[src/rtl/stage_memory_pkg.sv]
// Shared definitions for the Osiris I memory stage: funct3 codes, WB select codes,
// access FSM states and the illegal-funct3 predicate.
package stage_memory_pkg;

    localparam logic [2:0] F3_LB  = 3'b000;
    localparam logic [2:0] F3_LH  = 3'b001;
    localparam logic [2:0] F3_LW  = 3'b010;
    localparam logic [2:0] F3_LBU = 3'b100;
    localparam logic [2:0] F3_LHU = 3'b101;
    localparam logic [2:0] F3_SB  = 3'b000;
    localparam logic [2:0] F3_SH  = 3'b001;
    localparam logic [2:0] F3_SW  = 3'b010;

    localparam logic [1:0] RS_ALU = 2'b00;
    localparam logic [1:0] RS_MEM = 2'b01;
    localparam logic [1:0] RS_PC4 = 2'b10;

    typedef enum logic {
        ST_IDLE = 1'b0,
        ST_WAIT = 1'b1
    } state_t;

    function automatic logic f3_illegal(input logic [2:0] funct3);
        return funct3 inside {3'b011, 3'b110, 3'b111};
    endfunction

endpackage

[src/rtl/stage_memory_load_store_align.sv]
// Byte-lane steering for stores and lane selection / extension for loads,
// plus detection of misaligned or illegal-size accesses.
module load_store_align
    import stage_memory_pkg::*;
(
    input  logic [1:0]  addr,
    input  logic [2:0]  funct3,
    input  logic [31:0] wdata,
    input  logic [31:0] rdata,
    output logic [3:0]  be,
    output logic [31:0] lane_wdata,
    output logic [31:0] load_data,
    output logic        misaligned
);

    logic [7:0]  byte_lane;
    logic [15:0] half_lane;

    assign byte_lane = rdata[{addr, 3'b000} +: 8];
    assign half_lane = addr[1] ? rdata[31:16] : rdata[15:0];

    always_comb begin
        // NOTE: every output gets a default before the case so no path infers a latch.
        be         = 4'b0000;
        lane_wdata = wdata;
        load_data  = rdata;
        misaligned = f3_illegal(funct3);

        // Store steering follows the access size held in funct3[1:0].
        case (funct3[1:0])
            2'b00: begin
                be         = 4'b0001 << addr;
                lane_wdata = {4{wdata[7:0]}};
            end
            2'b01: begin
                be         = addr[1] ? 4'b1100 : 4'b0011;
                lane_wdata = {2{wdata[15:0]}};
                misaligned = misaligned | addr[0];
            end
            2'b10: begin
                be         = 4'b1111;
                misaligned = misaligned | (addr != 2'b00);
            end
            default: ;
        endcase

        case (funct3)
            F3_LB:   load_data = {{24{byte_lane[7]}}, byte_lane};
            F3_LBU:  load_data = {24'h000000, byte_lane};
            F3_LH:   load_data = {{16{half_lane[15]}}, half_lane};
            F3_LHU:  load_data = {16'h0000, half_lane};
            default: load_data = rdata;
        endcase
    end

endmodule

[src/rtl/stage_memory.sv]
// Osiris I memory stage: EX/M pipeline register, req/ack data-memory access FSM with
// timeout abort, and the M-side forwarding / write-back outputs.
module stage_memory
    import stage_memory_pkg::*;
#(
    parameter int DATA_WIDTH  = 32,
    parameter int REG_ADDR_W  = 5,
    parameter int TIMEOUT_CYC = 15
) (
    input  logic                    i_clk,
    input  logic                    i_rst_n,
    input  logic [DATA_WIDTH-1:0]   i_alu_result_EX,
    input  logic [DATA_WIDTH-1:0]   i_write_data_EX,
    input  logic [DATA_WIDTH-1:0]   i_pc_plus4_EX,
    input  logic [REG_ADDR_W-1:0]   i_rd_EX,
    input  logic [2:0]              i_funct3_EX,
    input  logic                    i_mem_read_EX,
    input  logic                    i_mem_write_EX,
    input  logic                    i_reg_write_EX,
    input  logic [1:0]              i_result_src_EX,
    output logic                    o_dmem_req,
    output logic                    o_dmem_we,
    output logic [DATA_WIDTH-1:0]   o_dmem_addr,
    output logic [DATA_WIDTH/8-1:0] o_dmem_be,
    output logic [DATA_WIDTH-1:0]   o_dmem_wdata,
    input  logic                    i_dmem_ack,
    input  logic [DATA_WIDTH-1:0]   i_dmem_rdata,
    output logic [DATA_WIDTH-1:0]   o_alu_result_M,
    output logic [DATA_WIDTH-1:0]   o_read_data_M,
    output logic [DATA_WIDTH-1:0]   o_pc_plus4_M,
    output logic [REG_ADDR_W-1:0]   o_rd_M,
    output logic                    o_reg_write_M,
    output logic [1:0]              o_result_src_M,
    output logic                    o_stall_M,
    output logic                    o_misaligned_M,
    output logic                    o_bus_err_M
);

    localparam logic [7:0] TIMEOUT_LIM = 8'(TIMEOUT_CYC);

    typedef struct packed {
        logic [DATA_WIDTH-1:0] alu;
        logic [DATA_WIDTH-1:0] wdata;
        logic [DATA_WIDTH-1:0] pc4;
        logic [REG_ADDR_W-1:0] rd;
        logic [2:0]            funct3;
        logic                  mem_read;
        logic                  mem_write;
        logic                  reg_write;
        logic [1:0]            result_src;
    } exm_t;

    exm_t       exm_q;
    state_t     state_q, state_d;
    logic [7:0] timer_q, timer_d;

    logic                    access, access_valid, timeout, req;
    logic                    misaligned;
    logic [DATA_WIDTH/8-1:0] lane_be;
    logic [DATA_WIDTH-1:0]   lane_wdata, load_data;

    load_store_align u_align (
        .addr       (exm_q.alu[1:0]),
        .funct3     (exm_q.funct3),
        .wdata      (exm_q.wdata),
        .rdata      (i_dmem_rdata),
        .be         (lane_be),
        .lane_wdata (lane_wdata),
        .load_data  (load_data),
        .misaligned (misaligned)
    );

    // NOTE: all state uses non-blocking assignments so every register samples pre-edge values.
    always_ff @(posedge i_clk or negedge i_rst_n) begin
        if (!i_rst_n) begin
            exm_q <= '0;
        end else if (!o_stall_M) begin
            exm_q <= '{alu:        i_alu_result_EX,
                       wdata:      i_write_data_EX,
                       pc4:        i_pc_plus4_EX,
                       rd:         i_rd_EX,
                       funct3:     i_funct3_EX,
                       mem_read:   i_mem_read_EX,
                       mem_write:  i_mem_write_EX,
                       reg_write:  i_reg_write_EX,
                       result_src: i_result_src_EX};
        end
    end

    always_ff @(posedge i_clk or negedge i_rst_n) begin
        if (!i_rst_n) begin
            state_q <= ST_IDLE;
            timer_q <= '0;
        end else begin
            state_q <= state_d;
            timer_q <= timer_d;
        end
    end

    assign access       = exm_q.mem_read | exm_q.mem_write;
    assign access_valid = access & ~misaligned;

    // timer_q counts cycles already stalled; an ack in the limit cycle still wins.
    always_comb begin
        state_d = state_q;
        timer_d = timer_q;
        timeout = 1'b0;
        case (state_q)
            ST_IDLE: begin
                if (access_valid && !i_dmem_ack) begin
                    state_d = ST_WAIT;
                    timer_d = 8'd1;
                end
            end
            ST_WAIT: begin
                if (i_dmem_ack) begin
                    state_d = ST_IDLE;
                    timer_d = '0;
                end else if (timer_q >= TIMEOUT_LIM) begin
                    timeout = 1'b1;
                    state_d = ST_IDLE;
                    timer_d = '0;
                end else begin
                    timer_d = timer_q + 8'd1;
                end
            end
            default: begin
                state_d = ST_IDLE;
                timer_d = '0;
            end
        endcase
    end

    assign req = access_valid & ~timeout;

    assign o_dmem_req   = req;
    assign o_dmem_we    = req & exm_q.mem_write;
    assign o_dmem_addr  = req ? {exm_q.alu[DATA_WIDTH-1:2], 2'b00} : '0;
    assign o_dmem_be    = (req & exm_q.mem_write) ? lane_be : '0;
    assign o_dmem_wdata = (req & exm_q.mem_write) ? lane_wdata : '0;

    assign o_stall_M      = req & ~i_dmem_ack;
    assign o_read_data_M  = (req & i_dmem_ack & exm_q.mem_read) ? load_data : '0;
    assign o_misaligned_M = access & misaligned;
    assign o_bus_err_M    = timeout;
    assign o_reg_write_M  = exm_q.reg_write & ~o_misaligned_M & ~timeout;

    assign o_alu_result_M = exm_q.alu;
    assign o_pc_plus4_M   = exm_q.pc4;
    assign o_rd_M         = exm_q.rd;
    assign o_result_src_M = exm_q.result_src;

endmodule

[config.mk]
export PLATFORM = sky130hd
export DESIGN_NAME = stage_memory
export DESIGN_NICKNAME = d
export VERILOG_FILES = /design/src/rtl/stage_memory_pkg.sv /design/src/rtl/stage_memory_load_store_align.sv /design/src/rtl/stage_memory.sv
export SDC_FILE = /design/constraint.sdc
export NUM_CORES = 1
export LEC_CHECK = 0
export BUFFER_PORTS_ARGS = -buffer_cell sky130_fd_sc_hd__buf_2
export CORE_AREA = 2 2 124 126
export DETAILED_ROUTE_END_ITERATION = 8
export DIE_AREA = 0 0 126 128
export PLACE_DENSITY = 0.78
export SYNTH_ARGS = -nofsm -noshare
export SYNTH_HDL_FRONTEND = slang
export SYNTH_SLANG_ARGS = --single-unit
[constraint.sdc]
create_clock -name i_clk -period 3.6 [get_ports i_clk]
set_input_delay 0.18 -clock i_clk [delete_from_list [all_inputs] [get_ports i_clk]]
set_output_delay 0.18 -clock i_clk [all_outputs]
set_load 0.01 [all_outputs]
# --- Yosys cells after proc, flatten, opt, wreduce, memory -nomap -nowiden ---
# Index checks and enable logic that the tools add are counted.
classes:
  bitwise_logic: 17
  eq_ne: 9
  reduce_logical: 6
  n_mux: 21
  addsub: 1
  magnitude_cmp: 1
  n_shift: 2
ops:
  columns: ["cell", "n"]
  rows:
  - ["32-bit case mux with 4 select lines", 1]
  - ["32-bit two-way mux", 3]
  - ["32-bit case mux with 2 select lines", 1]
  - ["32-bit by 6-bit variable part select with 8-bit output", 1]
  - ["8-bit two-way mux", 3]
  - ["16-bit two-way mux", 1]
  - ["8-bit case mux with 2 select lines", 1]
  - ["3-bit equality test (second input constant)", 4]
  - ["4-bit case mux with 3 select lines", 1]
  - ["1-bit bitwise AND", 9]
  - ["8-bit by 1-bit adder with 8-bit output (second input constant)", 1]
  - ["8-bit by 4-bit greater-or-equal comparator with 1-bit output (second input constant)", 1]
  - ["4-bit two-way mux", 2]
  - ["1-bit two-way mux", 6]
  - ["1-bit NOT", 5]
  - ["1-bit case mux with 2 select lines", 2]
  - ["1-bit by 2-bit left shift with 4-bit output (first input constant)", 1]
  - ["3-bit by 1-bit equality test with 1-bit output (second input constant)", 1]
  - ["3-bit by 2-bit equality test with 1-bit output (second input constant)", 1]
  - ["3-bit logical NOT", 1]
  - ["1-bit bitwise OR", 3]
  - ["3-bit nonzero test", 1]
  - ["2-bit by 1-bit equality test with 1-bit output (second input constant)", 1]
  - ["2-bit equality test (second input constant)", 1]
  - ["5 further kinds", 5]
word_totals:
  wordCells: 68
  input_bits: 144
  regBits: 118
  out_inout_bits: 177

# --- Depth between registers and ports, before layout ---
logic_depth:
  depth_word: 10
  mapped_depth: 11
  ltp_nobuf: 6

# --- Cells and area by module ---
# From an unflattened synthesis, not the netlist that was laid out.
unflattened:
  hier_cells: 642
  area_unflattened_um2: 7200.7
by_module_without_submodules:
  columns: ["module", "seq_area_each_um2", "instances", "area_each_um2", "cells_per_inst"]
  rows:
  - ["stage_memory", 2952.8, 1, 5950.7, 470]
  - ["load_store_align", 0.0, 1, 1249.9, 172]

# --- Worst setup path after synthesis ---
# No wires, ideal clock.
synth_timing:
  path_kind: "register to output"
  start: "register exm_q[6] (netlist bit)"
  end: "output o_read_data_M[21]"
  stages_incl_launch_ff: 12
  required_time_ns: 3.420
  path_slack_ns: 1.252
  arrival_ns: 2.168
  path_cell_list: "dfrtp_1 clkbuf_1 inv_1 ha_1 clkbuf_1 nand2b_1 buf_1 o21ai_0 a21o_1 buf_2 buf_4 nor2_1"
synth_via:
  elab_chain_cells: 10
  elab_cells_between_ends: 20
  classes_between: "8 x eq/ne; 3 x mux; 7 x bitwise; 2 x reduce/logical"
synth_rtl:
  columns: ["item", "line_no", "source"]
  rows:
  - ["start: declaration", "stage_memory.sv:53", "exm_t exm_q;"]
  - ["start signal: assignment", "stage_memory.sv:78", "exm_q <= '{alu: i_alu_result_EX,"]
  - ["3-bit by 2-bit equality test with 1-bit output or 3-bit equality test (tied branches)", "stage_memory_pkg.sv:24", "return funct3 inside {3'b011, 3'b110, 3'b111};"]
  - ["3-bit nonzero test", "stage_memory_pkg.sv:24", null]
  - ["1-bit bitwise OR, on equally long branches", "stage_memory_load_store_align.sv:42, stage_memory_load_store_align.sv:38", null]
  - ["1-bit case mux with 2 select lines", "stage_memory_load_store_align.sv:30", "case (funct3[1:0])"]
  - ["1-bit NOT", "stage_memory.sv:101", "assign access_valid = access & ~misaligned;"]
  - ["1-bit bitwise AND", "stage_memory.sv:101", null]
  - ["1-bit bitwise AND", "stage_memory.sv:134", "assign req = access_valid & ~timeout;"]
  - ["1-bit bitwise AND (2 in series)", "stage_memory.sv:143", "assign o_read_data_M = (req & i_dmem_ack & exm_q.mem_read) ? load_data : '0;"]
  - ["32-bit two-way mux *", "stage_memory.sv:143", null]
  - ["end: declaration", "stage_memory.sv:29", "output logic [DATA_WIDTH-1:0] o_read_data_M,"]
# Every way passes the cells marked *; elsewhere a longest branch is shown, timed or not.

# --- Worst setup path after layout ---
layout_timing:
  start: "register exm_q[6] (netlist bit)"
  end: "output o_read_data_M[26]"
# The elaborated chain is that of the path after synthesis.

==> flow_metrics.py <==
metrics = {
    "sta": {
        "slew_headroom_pct": 38.50,
        "finClkSkew_ns": 0.01221,
        "setup_violations": 0,
        "drv_slew": 0,
        "fin_setup_tns_ns": 0,
        "final_hold_viol_count": 0,
        "post-route-min-period_ns": 3.131,
        "fmax_mhz": 319.4,
        "worstMarginPinSlew_ns": 0.9191,
        "fin_crit_sh_pct": 86.96,
        "rsz0062_at_grt": "no",
    },
    "floorplan": {
        "ios": 321,
        "core_sq_um": 14860,
        "fp.dieH_um": 128,
        "die_w_um": 126,
        "rows": 45,
        "initial_core_util_pct": 46.94,
        "die_area_sq_um": 16130,
    },
    "worst_setup_path": {
        "critPathArrivalTime_ns": 2.95,
        "cp.required_ns": 3.42,
        "path_max_fanout": 19,
        "worst-r2r-setup-slack_ns": 0.89,
        "critical_path_class": "flip-flop to output port",
        "end_kind": "output port",
        "cp-start-kind": "flip-flop",
    },
    "clock_tree": {
        "cts_buffers": 17,
        "path_clk_slew_ns": 0.06,
        "cts.htree.levels": 4,
        "cts_root_buffer": "clkbuf_16",
        "cts_tree": "yes",
        "cts_sinks": 118,
        "clk_latency_ns": 0.41,
        "clk_path_buf_depth": 2,
    },
    "pwr": {
        "p_clk_share_pct": 32.6,
        "power_frac_seq_pct": 32.5,
        "ir_worst_vdd_mv": 0.4030,
        "pwr-share-comb_pct": 35.0,
        "switching_share_pct": 32.90,
        "power.total_mw": 5.369,
        "intPower_mw": 3.602,
        "p_leak_nw": 4.910,
        "p_sw_mw": 1.766,
        "power_density_nw_per_um2": 559.5,
    },
    "synthesis": {
        "yosys_warnings": 0,
        "yosysUniqueCellTypes": 46,
        "synth-seq-cells": 118,
        "synth_flop_cell": "dfrtp_1",
        "synthArstFlopShare_pct": 100.0,
        "syn_inst": 593,
        "synthesis.area_sq_um": 6978,
        "synth_top_cell_area_share_pct": 42.32,
        "synthTopCellsByArea": "dfrtp_1 42%, mux2_4 21%, buf_4 8.2%, and2_1 3.2%, buf_12 3.2%",
        "ys_seq_area_share_pct": 42.32,
        "synth_top_area_cell": "dfrtp_1",
        "synth_edf_count": 0,
        "synth.avg_cell_area_sq_um": 11.77,
    },
    "placement": {
        "placed_cells": 997,
        "hpwl_mm": 12.86,
        "port_buffers": 318,
        "gp_congestion": 0.9571,
    },
    "drt": {
        "drt_pass1_iterations": 5,
        "dr_total_vias": 5807,
        "dr.first_iter.drc_count": 296,
        "drc": 0,
        "wirelength_mm": 19.76,
        "antenna_left": 0,
        "wl_per_cell_um": 17.56,
        "via_per_inst": 5.162,
    },
    "grt": {
        "gr-max-usage-layer": "met2",
        "grt_pass1_vias": 5800,
        "antenna_found_initial": 1,
        "grt_usage_pct": 23.91,
        "grt_max_degree": 118,
        "grt_util_met1_pct": 28.22,
        "grt_pass1_wl_mm": 30.50,
        "met3_usage_pct": 7.220,
        "grt_overflow_total": 0,
        "grt_use_met2_pct": 41.62,
    },
    "finish": {
        "drive_above_1_share_pct": 51.55,
        "fill_cells": 1108,
        "nets": 1074,
        "syn2layout_area_growth_pct": 37.51,
        "diodes": 0,
        "regArea_sq_um": 2953,
        "instances_no_fill": 1125,
        "multi_input_area_sq_um": 3118,
    },
    "worst_hold_path": {
        "min_path_type": "input port to flip-flop",
    },
    "job": {
        "cap_violations": 0,
    },
    "outcome": {
        "run_status": "complete, no violations",
    },
}
[layout by cell type, fill, tap and decap left out, types with 2 or more instances in the layout]
cell             n
clkinv_2         2
nand2_1         35
ha_1             6
o21ai_0          4
nor2b_1          4
and2_1          36
inv_6            2
and3_1           9
buf_12           3
a31oi_1          8
mux2_4          99
inv_1            8
a211oi_1         3
conb_1           2
nor2_1          37
dlygate4sd3_1   96
a21oi_1         43
buf_4            5
a22oi_1          7
mux2_2          18
a21o_1           2
buf_2          317
clkinvlp_4       3
nor3b_1          9
nand3_1          3
o21a_1           2
bufinv_16        3
clkinv_4         4
a222oi_1         8
o21bai_1         2
clkbuf_16       17
dfrtp_1        118
nor3_1           2
[path summary, 6_finish.rpt]
check / startpoint / end / depth (start not counted)
min in group asynchronous: i_rst_n / o_result_src_M[1] / 2
min reg2reg: o_pc_plus4_M[19] / o_pc_plus4_M[19] / 1
max reg2reg: exm_q[6] / o_pc_plus4_M[15] / 6
max: exm_q[6] / o_read_data_M[26] / 7
min: i_write_data_EX[5] / exm_q[50] / 2
max in group asynchronous: i_rst_n / exm_q[61] / 3
[power groups by stage]
stage	logic, mW	registers, mW	clock network (mW)
final	1.88	1.74	1.75
after global placement	1.74	1.75	0
after detailed placement	1.77	1.75	0
after global routing	2.02	1.78	1.84
after CTS	1.86	1.74	1.77
after floorplan	1.47	1.68	0
[final cells by class]
cell class,count,share of cell area [%]
multi-input combinational,358,32.49
tap,188,2.451
sequential,118,30.77
timing repair buffer,421,27.57
clock inverter,14,1.826
clock buffer,18,4.577
inverter,8,0.3129
[state kept, by name, summed over array words and instances, names as in the netlist]
name / count
state_q: 1
exm_q: 38
o_result_src_M: 2
timer_q: 8
o_rd_M: 5
o_pc_plus4_M: 32
o_alu_result_M: 32
[logic make-up (layout without fill, tap and decap cells)]
| group | Yosys count | in the layout | synth area share [%] |
|---|---|---|---|
| flops | 118 | 118 | 42.32 |
| buf+inv | 118 | 461 | 13.09 |
| fa+ha+maj | 6 | 6 | 1.076 |
| compound gates | 88 | 88 | 8.087 |
| simple gates | 143 | 143 | 10.70 |
| mux | 119 | 119 | 24.67 |
| other cells | 1 | 2 | 0.05374 |
[repair_timing]
action                                 CTS  global route
setup buffers                            0             0
hold buffers                            95             1
gates resized for setup                  0             0
endpoints found under the hold margin  212             1
[metrics by stage]
stage	area, sq um	utilization (%)	setup slack (ns)	hold WS [ns]
2_1_floorplan	6982	-	1.252	-0.1156
3_3_place_gp	8020	53.96	0.9472	-0.02086
3_5_place_dp	8020	53.96	0.8925	-0.01995
4_1_cts	9585	64.49	0.4645	0.0008883
5_1_grt	9595	64.55	0.2259	0.001351
6_report	9595	64.55	0.4695	0.01991
[synth_stat cells, drive strengths merged, types with 2 or more instances]
| cell | number |
|---|---|
| dfrtp | 118 |
| mux2 | 117 |
| buf | 94 |
| a21oi | 44 |
| nor2 | 38 |
| and2 | 36 |
| nand2 | 35 |
| clkbuf | 16 |
| and3 | 9 |
| nor3b | 9 |
| a222oi | 8 |
| a31oi | 8 |
| inv | 8 |
| a22oi | 7 |
| ha | 6 |
| o21ai | 5 |
| nor2b | 4 |
| a211oi | 3 |
| nand3 | 3 |
| nor3 | 3 |
| a21o | 2 |
| nor4 | 2 |
| o21a | 2 |
| o21bai | 2 |
[layer usage]
| layer | vias up | part of all wire [%] |
|---|---|---|
| met4 | 2 | 2.8 |
| li1 | 2649 | - |
| met5 | - | 0.066 |
| met2 | 325 | 51 |
| met3 | 56 | 8.0 |
| met1 | 2775 | 39 |
[worst max-delay path, cell delays in order, from the launching register on]
cell and delay [ns]:
dfrtp_1 0.52, inv_1 0.14, ha_1 0.59, nand2b_1 0.40
o21ai_0 0.17, a21o_1 0.38, nor2_1 0.19, buf_2 0.15
Power figures use the tool's default switching activity.
